`src/rtl/imem_fetch_ctrl_pkg.sv`:
```
// imem_ctrl_pkg: shared types and constants for the instruction memory fetch controller
package imem_ctrl_pkg;
  typedef enum logic [1:0] {IDLE, LOAD, FETCH, RESP} state_t;
  localparam int BYTES_PER_INSTR = 4;
  localparam logic [31:0] DEFAULT_NOP = 32'h0000_0013;
endpackage

```
`src/rtl/imem_fetch_ctrl_if.sv`:
```
// imem_fetch_ctrl_if: fetch, response, loader and byte-memory signals of the fetch controller
// slave: controller view (takes requests, drives responses and the memory port)
// master: requester/environment view (PC stage, decode, boot loader, RAM)
interface imem_fetch_ctrl_if #(parameter int ADDR_W = 7);
  logic              pc_req_valid;
  logic              pc_req_ready;
  logic [31:0]       pc_req_addr;
  logic              instr_valid;
  logic              instr_ready;
  logic [31:0]       instr;
  logic [31:0]       instr_pc;
  logic              instr_fault;
  logic              ld_valid;
  logic              ld_ready;
  logic [7:0]        ld_data;
  logic              ld_last;
  logic              prog_loaded;
  logic              ld_wrap;
  logic              mem_en;
  logic              mem_we;
  logic [ADDR_W-1:0] mem_addr;
  logic [7:0]        mem_wdata;
  logic [7:0]        mem_rdata;
  modport slave (
    input  pc_req_valid, pc_req_addr, instr_ready, ld_valid, ld_data, ld_last, mem_rdata,
    output pc_req_ready, instr_valid, instr, instr_pc, instr_fault, ld_ready,
           prog_loaded, ld_wrap, mem_en, mem_we, mem_addr, mem_wdata
  );
  modport master (
    output pc_req_valid, pc_req_addr, instr_ready, ld_valid, ld_data, ld_last, mem_rdata,
    input  pc_req_ready, instr_valid, instr, instr_pc, instr_fault, ld_ready,
           prog_loaded, ld_wrap, mem_en, mem_we, mem_addr, mem_wdata
  );
endinterface

```
`src/rtl/imem_fetch_ctrl_asm.sv`:
```
// instr_byte_assembler: holds the response word and inserts captured read bytes by index
// load_i/load_val_i: preset the word (NOP on a fault, zero on a fetch)
// cap_i/idx_i/byte_i: write byte_i into byte lane idx_i; word_o: held word
module instr_byte_assembler #(
  parameter int BYTES = 4
) (
  input  logic                       clk,
  input  logic                       rst,
  input  logic                       load_i,
  input  logic [8*BYTES-1:0]         load_val_i,
  input  logic                       cap_i,
  input  logic [$clog2(BYTES)-1:0]   idx_i,
  input  logic [7:0]                 byte_i,
  output logic [8*BYTES-1:0]         word_o
);
  logic [8*BYTES-1:0] word_q;
  always_ff @(posedge clk or posedge rst) begin
    if (rst) word_q <= '0;
    else if (load_i) word_q <= load_val_i;
    else if (cap_i) word_q[8*idx_i +: 8] <= byte_i;
  end
  assign word_o = word_q;
endmodule

```
`src/rtl/imem_fetch_ctrl.sv`:
```
// imem_fetch_ctrl: arbitrates a byte-wide instruction RAM between a boot loader and a 32-bit fetch port
// clk/rst: clock, async active-high reset
// bus (slave): pc_req_* fetch request, instr_* response, ld_* loader stream, mem_* RAM port
module imem_fetch_ctrl
  import imem_ctrl_pkg::*;
#(
  parameter int          ADDR_W    = 7,
  parameter logic [31:0] NOP_INSTR = DEFAULT_NOP
) (
  input logic              clk,
  input logic              rst,
  imem_fetch_ctrl_if.slave bus
);
  state_t            state_q;
  logic [2:0]        k_q;
  logic [ADDR_W-1:0] ptr_q;
  logic [31:0]       pc_q;
  logic              fault_q, valid_q, loaded_q, wrap_q;
  logic              ld_fire, rd_fire, req_fire, req_fault, cap;
  logic [31:0]       word;
  // Combinational outputs are gated by rst so they drop the instant reset is asserted.
  assign bus.ld_ready     = !rst && (state_q == IDLE || state_q == LOAD);
  assign bus.pc_req_ready = !rst && state_q == IDLE && !bus.ld_valid;
  assign ld_fire          = bus.ld_ready && bus.ld_valid;
  assign req_fire         = bus.pc_req_ready && bus.pc_req_valid;
  assign req_fault        = (bus.pc_req_addr[1:0] != 2'b0) || ((bus.pc_req_addr >> ADDR_W) != 32'd0);
  assign rd_fire          = !rst && state_q == FETCH && k_q < 3'(BYTES_PER_INSTR);
  // Byte k-1 arrives one cycle after its read, so capture lags the address by one step.
  assign cap              = state_q == FETCH && k_q != 3'd0;
  assign bus.mem_en       = ld_fire || rd_fire;
  assign bus.mem_we       = ld_fire;
  assign bus.mem_addr     = ld_fire ? ptr_q : pc_q[ADDR_W-1:0] + ADDR_W'(k_q);
  assign bus.mem_wdata    = bus.ld_data;
  assign bus.instr_valid  = valid_q;
  assign bus.instr        = word;
  assign bus.instr_pc     = pc_q;
  assign bus.instr_fault  = fault_q;
  assign bus.prog_loaded  = loaded_q;
  assign bus.ld_wrap      = wrap_q;
  instr_byte_assembler #(.BYTES(BYTES_PER_INSTR)) u_asm (
    .clk        (clk),
    .rst        (rst),
    .load_i     (req_fire),
    .load_val_i (req_fault ? NOP_INSTR : 32'd0),
    .cap_i      (cap),
    .idx_i      (2'(k_q - 3'd1)),
    .byte_i     (bus.mem_rdata),
    .word_o     (word)
  );
  always_ff @(posedge clk or posedge rst) begin
    if (rst) begin
      state_q  <= IDLE;
      k_q      <= '0;
      ptr_q    <= '0;
      pc_q     <= '0;
      fault_q  <= 1'b0;
      valid_q  <= 1'b0;
      loaded_q <= 1'b0;
      wrap_q   <= 1'b0;
    end else begin
      if (ld_fire) begin
        ptr_q   <= bus.ld_last ? '0 : ptr_q + 1'b1;
        wrap_q  <= wrap_q || (!bus.ld_last && &ptr_q);
        loaded_q <= loaded_q || bus.ld_last;
        state_q <= bus.ld_last ? IDLE : LOAD;
      end
      case (state_q)
        IDLE: if (req_fire) begin
          pc_q    <= bus.pc_req_addr;
          fault_q <= req_fault;
          valid_q <= req_fault;
          k_q     <= '0;
          state_q <= req_fault ? RESP : FETCH;
        end
        FETCH: begin
          k_q <= k_q + 3'd1;
          if (k_q == 3'(BYTES_PER_INSTR)) begin
            valid_q <= 1'b1;
            state_q <= RESP;
          end
        end
        RESP: if (bus.instr_ready) begin
          valid_q <= 1'b0;
          state_q <= IDLE;
        end
        default: ;
      endcase
    end
  end
endmodule
```
`src/flat_wrapper.sv`:
```
// flat-port wrapper written by rule: the top's interface ports become plain ports
module imem_fetch_ctrl_flat import imem_ctrl_pkg::*;
#(
  parameter int          ADDR_W    = 7,
  parameter logic [31:0] NOP_INSTR = DEFAULT_NOP
)
  (clk, rst, bus_pc_req_valid, bus_pc_req_addr, bus_instr_ready, bus_ld_valid, bus_ld_data, bus_ld_last, bus_mem_rdata, bus_pc_req_ready, bus_instr_valid, bus_instr, bus_instr_pc, bus_instr_fault, bus_ld_ready, bus_prog_loaded, bus_ld_wrap, bus_mem_en, bus_mem_we, bus_mem_addr, bus_mem_wdata);
  imem_fetch_ctrl_if #(.ADDR_W(ADDR_W)) bus_i ();
  input logic clk;
  input logic rst;
  input wire logic [$bits(bus_i.pc_req_valid)-1:0] bus_pc_req_valid;
  input wire logic [$bits(bus_i.pc_req_addr)-1:0] bus_pc_req_addr;
  input wire logic [$bits(bus_i.instr_ready)-1:0] bus_instr_ready;
  input wire logic [$bits(bus_i.ld_valid)-1:0] bus_ld_valid;
  input wire logic [$bits(bus_i.ld_data)-1:0] bus_ld_data;
  input wire logic [$bits(bus_i.ld_last)-1:0] bus_ld_last;
  input wire logic [$bits(bus_i.mem_rdata)-1:0] bus_mem_rdata;
  output wire logic [$bits(bus_i.pc_req_ready)-1:0] bus_pc_req_ready;
  output wire logic [$bits(bus_i.instr_valid)-1:0] bus_instr_valid;
  output wire logic [$bits(bus_i.instr)-1:0] bus_instr;
  output wire logic [$bits(bus_i.instr_pc)-1:0] bus_instr_pc;
  output wire logic [$bits(bus_i.instr_fault)-1:0] bus_instr_fault;
  output wire logic [$bits(bus_i.ld_ready)-1:0] bus_ld_ready;
  output wire logic [$bits(bus_i.prog_loaded)-1:0] bus_prog_loaded;
  output wire logic [$bits(bus_i.ld_wrap)-1:0] bus_ld_wrap;
  output wire logic [$bits(bus_i.mem_en)-1:0] bus_mem_en;
  output wire logic [$bits(bus_i.mem_we)-1:0] bus_mem_we;
  output wire logic [$bits(bus_i.mem_addr)-1:0] bus_mem_addr;
  output wire logic [$bits(bus_i.mem_wdata)-1:0] bus_mem_wdata;
  assign bus_i.pc_req_valid = bus_pc_req_valid;
  assign bus_i.pc_req_addr = bus_pc_req_addr;
  assign bus_i.instr_ready = bus_instr_ready;
  assign bus_i.ld_valid = bus_ld_valid;
  assign bus_i.ld_data = bus_ld_data;
  assign bus_i.ld_last = bus_ld_last;
  assign bus_i.mem_rdata = bus_mem_rdata;
  assign bus_pc_req_ready = bus_i.pc_req_ready;
  assign bus_instr_valid = bus_i.instr_valid;
  assign bus_instr = bus_i.instr;
  assign bus_instr_pc = bus_i.instr_pc;
  assign bus_instr_fault = bus_i.instr_fault;
  assign bus_ld_ready = bus_i.ld_ready;
  assign bus_prog_loaded = bus_i.prog_loaded;
  assign bus_ld_wrap = bus_i.ld_wrap;
  assign bus_mem_en = bus_i.mem_en;
  assign bus_mem_we = bus_i.mem_we;
  assign bus_mem_addr = bus_i.mem_addr;
  assign bus_mem_wdata = bus_i.mem_wdata;
  imem_fetch_ctrl #(.ADDR_W(ADDR_W), .NOP_INSTR(NOP_INSTR)) u_core (.clk(clk), .rst(rst), .bus(bus_i));
endmodule
```
`config.mk`:
```
export PLATFORM = sky130hd
export DESIGN_NAME = imem_fetch_ctrl_flat
export DESIGN_NICKNAME = d
export VERILOG_FILES = /design/src/rtl/imem_fetch_ctrl_pkg.sv /design/src/rtl/imem_fetch_ctrl_if.sv /design/src/rtl/imem_fetch_ctrl_asm.sv /design/src/rtl/imem_fetch_ctrl.sv /design/src/flat_wrapper.sv
export SDC_FILE = /design/constraint.sdc
export NUM_CORES = 1
export LEC_CHECK = 0
export ABC_AREA = 1
export CAP_MARGIN = 5
export CORE_MARGIN = 2
export CORE_UTILIZATION = 30
export CTS_CLUSTER_SIZE = 8
export DETAILED_ROUTE_END_ITERATION = 10
export HOLD_SLACK_MARGIN = 0.1
export PLACE_DENSITY = 0.55
export RECOVER_POWER = 25
export SLEW_MARGIN = 15
export SYNTH_ARGS = -nofsm -noshare
export SYNTH_HDL_FRONTEND = slang
export SYNTH_HIERARCHICAL = 1
export SYNTH_SLANG_ARGS = --single-unit
```
`constraint.sdc`:
```
create_clock -name clk -period 2.7 [get_ports clk]
set_input_delay 0.54 -clock clk [delete_from_list [all_inputs] [get_ports clk]]
set_output_delay 0.54 -clock clk [all_outputs]
set_load 0.005 [all_outputs]
```
; Word-level counts from Yosys, hierarchy flattened
; Index checks and enable logic that the tools add are counted.
[totals]
reg_bits = 80
out_inout_bits = 87
elab_cells = 71
[classes]
add_sub_neg = 5
n_lt_le_gt_ge = 1
n_eq_ne = 7
shifts = 2
muxes = 19
reduce_logical = 28
[op_table]
columns = cell, n
row1 = 2-to-1 mux 32 bit, 2
row2 = negation 5 -> 34 bit, 1
row3 = variable shift 8 x 34 -> 32 bit (first input constant), 1
row4 = variable part select 8 x 34 -> 32 bit, 1
row5 = bitwise mux 32 bit, 1
row6 = nonzero test 32 bit, 1
row7 = 2-to-1 mux 7 bit, 2
row8 = logical AND 1 bit, 9
row9 = 2-to-1 mux 2 bit, 4
row10 = adder 7 x 1 -> 7 bit (second input constant), 1
row11 = adder 7 x 3 -> 7 bit, 1
row12 = AND reduction 7 bit, 1
row13 = one-hot mux 2 bit (3 select lines), 1
row14 = one-hot mux 3 bit (2 select lines), 1
row15 = nonzero test 2 bit, 3
row16 = nonzero test 3 bit, 2
row17 = logical OR 1 bit, 5
row18 = 2-to-1 mux 1 bit, 5
row19 = 2-to-1 mux 5 bit, 1
row20 = equality test 2 bit (second input constant), 2
row21 = != test 2 bit (second input constant), 2
row22 = AND reduction 2 bit, 2
row23 = AND reduction 4 bit, 1
row24 = adder 3 x 1 -> 3 bit (second input constant), 1
row25 = other kinds (9), 11

; Depth between registers and ports, before layout
[depth]
depth_word = 7
ltp_mapped = 11

; By module
; Netlist, hierarchy kept.
[modules_own_cells]
columns = module, instances, cells_per_inst, area_each_um2
row1 = imem_fetch_ctrl, 1, 322, 2615.0
row2 = instr_byte_assembler, 1, 295, 1986.9

; Least setup slack after synthesis
; Ideal clock, no wire load.
[synth_path]
kind = register to output
start = reg u_core.pc_q[0] (netlist: u_core/bus.instr_pc[0])
end = out bus_mem_addr[6]
arrival_time_ns = 1.363
required_time_ns = 2.160
setup_slack_ns = 0.797
stages_incl_launch_ff = 9
path_buffers = 0
path_cell_list = dfrtp_1 ha_1 inv_1 fa_1 inv_1 nand4_1 nand3b_1 nand3_1 nand2_1
[synth_via]
elab_chain_len = 2
[synth_lines]
columns = item, line
row1 = start: declaration, imem_fetch_ctrl.sv:17  ; logic [31:0] pc_q;
row2 = start signal: assignment, imem_fetch_ctrl.sv:69  ; pc_q <= bus.pc_req_addr;
row3 = adder 7 x 3 -> 7 bit, imem_fetch_ctrl.sv:32  ; assign bus.mem_addr = ld_fire ? ptr_q : pc_q[ADDR_W-1:0] + ADDR_W'(k_q);
row4 = 2-to-1 mux 7 bit, imem_fetch_ctrl.sv:32
row5 = end: declaration, flat_wrapper.sv:28  ; output wire logic [$bits(bus_i.mem_addr)-1:0] bus_mem_addr;
; Every way passes these cells.

; Worst setup path after layout
[layout_path]
start = reg u_core.k_q[2]
end = out bus_mem_addr[5]
[layout_via]
elab_chain_len = 2
[layout_lines]
columns = item, line
row1 = start: declaration, imem_fetch_ctrl.sv:15  ; logic [2:0] k_q;
row2 = start signal: assignment, imem_fetch_ctrl.sv:76  ; k_q <= k_q + 3'd1;
row3 = adder 7 x 3 -> 7 bit, imem_fetch_ctrl.sv:32
row4 = 2-to-1 mux 7 bit, imem_fetch_ctrl.sv:32
; Every way passes these cells.

==> flow_summary.html <==
<table>
<tr><th>Metric</th><th>Value</th></tr>
<tr><th colspan="2">Outcome</th></tr>
<tr><td>Result of the run</td><td>finished, final reports clean</td></tr>
<tr><th colspan="2">Worst setup path</th></tr>
<tr><td>Worst reg2reg path endpoint</td><td>u_core/u_asm/word_o[25]$_DFFE_PP0P_</td></tr>
<tr><td>Kind of cell with the highest combined delay on the critical path</td><td>buffers and inverters</td></tr>
<tr><td>Capturing element of the worst setup path</td><td>bus_mem_addr[5]</td></tr>
<tr><td>Capturing element type of the critical path</td><td>output pin</td></tr>
<tr><td>Top cell by count, worst path</td><td>nand3_1</td></tr>
<tr><td>Number of cells on the worst reg-to-reg path</td><td>11</td></tr>
<tr><td>Critical path startpoint category</td><td>flop</td></tr>
<tr><td>Kind of critical path</td><td>reg -&gt; out</td></tr>
<tr><td>Data required time of the worst path</td><td>2.16 ns</td></tr>
<tr><td>WP depth</td><td>7</td></tr>
<tr><td>Launch instance of the worst register-to-register path</td><td>u_core/k_q[0]$_DFFE_PP0P_</td></tr>
<tr><td>Worst Path Buf+Inv</td><td>1</td></tr>
<tr><td>Crit path largest cell delay</td><td>a little under 0.5 ns</td></tr>
<tr><td>Standard cell with the maximum stage delay on the critical path</td><td>clkdlybuf4s50_1</td></tr>
<tr><td>Critical Path Fanout Max</td><td>6</td></tr>
<tr><td>R2R setup slack</td><td>roughly 0.32 ns</td></tr>
<tr><td>Worst setup path startpoint</td><td>u_core/k_q[2]$_DFFE_PP0P_</td></tr>
<tr><td>Cell-by-cell listing of the critical path</td><td>ha_4 &gt; nand3_1 &gt; nand3_2 &gt; a21o_1 &gt; nand3_1 &gt; nand2_1 &gt; clkdlybuf4s50_1</td></tr>
<tr><td>Arrival time of data at the critical path endpoint</td><td>about 2.1 ns</td></tr>
<tr><th colspan="2">STA</th></tr>
<tr><td>Worst-case headroom to the max-slew limit</td><td>18.2%</td></tr>
<tr><td>Post-Route Skew</td><td>0.00987 ns</td></tr>
<tr><td>Timing-limited maximum frequency</td><td>just under 400 MHz</td></tr>
<tr><td>Final critical-path required period</td><td>2.59 ns</td></tr>
<tr><td>Period Utilization, post-route</td><td>95.9%</td></tr>
<tr><td>RSZ-0062 raised after global routing</td><td>false</td></tr>
<tr><td># setup viols final</td><td>0</td></tr>
<tr><td>Final-report hold violation count</td><td>0</td></tr>
<tr><td>Worst-margin pin slew</td><td>between 1 and 1.5 ns</td></tr>
<tr><td>Accumulated negative setup slack</td><td>0 ns</td></tr>
<tr><td>Final Hold Slack</td><td>approximately 0.48 ns</td></tr>
<tr><td>Total count of max-transition violations in the final report</td><td>0</td></tr>
<tr><th colspan="2">Global routing</th></tr>
<tr><td>Remaining global-route overflow</td><td>0</td></tr>
<tr><td>Number of antenna violations at the first check in global routing</td><td>0</td></tr>
<tr><td>Overall routing resource usage</td><td>between 15 and 20%</td></tr>
<tr><td>Pin count of the biggest net entering global routing</td><td>49</td></tr>
<tr><td>Via count of the first global-routing pass</td><td>a little over 4000</td></tr>
<tr><td>First-pass GRT wire length</td><td>around 20000 µm</td></tr>
<tr><th colspan="2">CTS</th></tr>
<tr><td>Maximum level of the CTS H-tree</td><td>3</td></tr>
<tr><td>Clock buffer count from CTS</td><td>9</td></tr>
<tr><td>Number of sinks on the clock net</td><td>80</td></tr>
<tr><td>Max Buffers Root-to-Sink</td><td>2</td></tr>
<tr><td>Skew-Pair Late Insertion Delay</td><td>between 0.3 and 0.4 ns</td></tr>
<tr><td>Clock tree from TritonCTS</td><td>built</td></tr>
<tr><td>Library cell used as clock root buffer</td><td>clkbuf_16</td></tr>
<tr><td>Clock-pin transition on the worst setup and hold timing paths</td><td>~0.060 ns</td></tr>
<tr><th colspan="2">Die</th></tr>
<tr><td>Total Die Area</td><td>approximately 16000 µm²</td></tr>
<tr><td>Row count</td><td>between 40 and 50</td></tr>
<tr><td>Number of top-level design ports</td><td>between 100 and 150</td></tr>
<tr><td>DIE HEIGHT</td><td>approximately 130 µm</td></tr>
<tr><td>Core region area</td><td>15100 µm²</td></tr>
<tr><td>DIE WIDTH</td><td>roughly 130 µm</td></tr>
<tr><td>Initial core utilization</td><td>a little under a third</td></tr>
<tr><th colspan="2">Detailed routing</th></tr>
<tr><td>Drt pass-1 iters</td><td>5</td></tr>
<tr><td>ANT nets after route</td><td>0</td></tr>
<tr><td>Final routed DRC violation total</td><td>0</td></tr>
<tr><td>DRC marker count from the first detailed-route iteration</td><td>between 300 and 400</td></tr>
<tr><td>Total via count after detailed routing</td><td>4193</td></tr>
<tr><td>Total wirelength of the detailed-routed design</td><td>about 13000 µm</td></tr>
<tr><td>Average vias per placed instance</td><td>approximately 4.4</td></tr>
<tr><td>Detailed-route wire length per cell</td><td>approximately 13 µm</td></tr>
<tr><th colspan="2">Finish</th></tr>
<tr><td>Most frequent cells in the layout</td><td>nand2_1, clkdlybuf4s50_1, inv_1</td></tr>
<tr><td>Proportion of layout cells with a drive suffix above 1</td><td>8.42%</td></tr>
<tr><td>Filler cell count</td><td>between 1500 and 2000</td></tr>
<tr><td>Leading cell type in the layout, fill and taps excluded</td><td>nand2_1</td></tr>
<tr><td>Post-synthesis to final-layout area growth</td><td>38.3%</td></tr>
<tr><td>Diodes inserted</td><td>0</td></tr>
<tr><td>Net count, final</td><td>roughly 830</td></tr>
<tr><th colspan="2">Yosys</th></tr>
<tr><td>YS warnings</td><td>6</td></tr>
<tr><td>Async set-or-reset flop fraction in the synthesized netlist</td><td>100%</td></tr>
<tr><td>Prevailing post-synth register cell</td><td>dfrtp_1</td></tr>
<tr><td>Sequential element share of the synthesized area</td><td>around 44%</td></tr>
<tr><td>Number of cells produced by synthesis</td><td>617</td></tr>
<tr><td>Area of the mapped netlist</td><td>4600 µm²</td></tr>
<tr><td>Number of enable-type register cells in the synthesized netlist</td><td>0</td></tr>
<tr><td>Number of register bits inferred by synthesis</td><td>80</td></tr>
<tr><td>Synth cell types</td><td>39</td></tr>
<tr><td>Synthesized area divided by synthesized cell count</td><td>about 7.5 µm²</td></tr>
<tr><th colspan="2">Min path</th></tr>
<tr><td>Path class of the lowest-slack min-delay path</td><td>reg -&gt; reg</td></tr>
<tr><th colspan="2">Pwr</th></tr>
<tr><td>Leak pwr</td><td>around 3.3 nW</td></tr>
<tr><td>Maximum resistive drop on vdd</td><td>roughly 0.32 mV</td></tr>
<tr><td>Pwr Density</td><td>1030 nW/µm²</td></tr>
<tr><th colspan="2">Place</th></tr>
<tr><td>Final RePlAce weighted congestion</td><td>0.843</td></tr>
<tr><td>Placed wire-length estimate after detailed placement</td><td>9480 µm</td></tr>
<tr><td>Total of buffers placed on input and output ports</td><td>124</td></tr>
<tr><th colspan="2">Flow run</th></tr>
<tr><td>Count of maximum capacitance violations</td><td>0</td></tr>
</table>
==> cell type report <==
class                   instances  area, µm²  share of cell area, %
flip-flops and latches         80       2000                   31.5
clock inverters                 6       46.3                  0.728
multi-input cells             445       2160                   33.9
repair buffers                137       1330                   20.9
well taps                     188        235                   3.70
clock buffers                  10        229                   3.60
inverters                      94        363                   5.70
==> logic make-up (layout without fill, tap and decap cells) <==
family                     count (synthesis)  after routing  share of synthesized area, %
AOI/OAI and AO/OA                         60             60                          8.21
and+or+nand+nor                          343            343                          32.2
xor gates and xnor gates                   1              1                         0.190
other                                      1             29                        0.0815
adders and majority gates                 12             12                          3.43
buffers and inverters                    120            247                          12.4
DFF                                       80             80                          43.5
==> state kept, by name, indices dropped and copies added (netlist names) <==
signal and flops:
u_core/u_asm/word_o 32, u_core/bus.prog_loaded 1, u_core/bus.instr_fault 1, u_core/bus.instr_valid 1, u_core/ptr_q 7, u_core/k_q 3
u_core/bus.instr_pc 32, u_core/bus.ld_wrap 1, u_core/state_q 2
==> cell usage after synthesis, types with 2 or more instances <==
cell / number / area (µm²)
a21oi_1: 14 / 70.1
o21ai_1: 13 / 65.1
nor3_1: 11 / 55.1
nand3_1: 65 / 325
ha_1: 11 / 138
dfrtp_1: 80 / 2000
nand4_1: 6 / 37.5
nor3_2: 2 / 20.0
nand2_1: 200 / 751
nor2_2: 2 / 12.5
nand2_2: 3 / 18.8
a21oi_2: 2 / 17.5
o21ai_0: 10 / 50.1
buf_2: 7 / 35.0
nor2_4: 2 / 22.5
o21ai_2: 14 / 123
nor2_1: 46 / 173
o22ai_1: 3 / 18.8
buf_4: 9 / 67.6
inv_1: 90 / 338
buf_6: 9 / 101
==> tightest hold or removal path: stages, from the launching register on <==
cell and delay (ns):
dfrtp_1 0.34, nand2_1 0.06, o21ai_2 0.05
==> worst min-delay path by stage <==
stage | start | to | slack (ns) | cells after the start
2_1_floorplan | u_core/bus.prog_loaded$_DFFE_PP0P_ | u_core/bus.prog_loaded$_DFFE_PP0P_ | 0.46 | 1
6_report | u_core/bus.instr_pc[10]$_DFFE_PP0P_ | u_core/bus.instr_pc[10]$_DFFE_PP0P_ | 0.48 | 2
3_3_place_gp | u_core/bus.ld_wrap$_DFFE_PP0P_ | u_core/bus.ld_wrap$_DFFE_PP0P_ | 0.46 | 1
4_1_cts | u_core/bus.instr_pc[10]$_DFFE_PP0P_ | u_core/bus.instr_pc[10]$_DFFE_PP0P_ | 0.48 | 2
3_5_place_dp | u_core/bus.instr_pc[10]$_DFFE_PP0P_ | u_core/bus.instr_pc[10]$_DFFE_PP0P_ | 0.47 | 2
5_1_grt | u_core/bus.instr_pc[10]$_DFFE_PP0P_ | u_core/bus.instr_pc[10]$_DFFE_PP0P_ | 0.50 | 2
==> layer usage <==
| layer | global-route usage, % | wire, µm | part of all wire (%) |
|---|---|---|---|
| met4 | 6.66 | 239 | 1.9 |
| met1 | 20.5 | 5730 | 46 |
| met5 | 0 | 0 | 0 |
| met3 | 3.42 | 693 | 5.5 |
| met2 | 25.2 | 5870 | 47 |
==> what timing repair did <==
item                                   in CTS  in global routing
endpoints found under the hold margin       0                  0
hold buffers                                0                  0
setup endpoints to repair                   6                  3
resized for setup                           7                  3
buffers inserted                            2                  0
==> report_power, final <==
group	switching [mW]	internal [mW]	leakage (nW)
registers	0.377	1.70	1.02
logic	1.73	1.65	2.15
clock network	0.504	0.625	0.129
total	2.61	3.97	3.29
==> per-stage QoR <==
| stage | util [%] | setup WS, ns | std cells | power, mW | instance area, µm² |
|---|---|---|---|---|---|
| floorplan | - | 0.797 | 645 | 3.83 | 4710 |
| finish | 42.2 | 0.111 | 960 | 6.58 | 6360 |
| detailed placement | 40.1 | 0.0656 | 942 | 5.45 | 6060 |
| CTS | 42.2 | 0.0348 | 960 | 6.66 | 6360 |
| global placement | 40.1 | 0.107 | 942 | 5.41 | 6060 |
| global route | 42.2 | 0.0177 | 960 | 7.16 | 6360 |
Power figures use the tool's default switching activity.
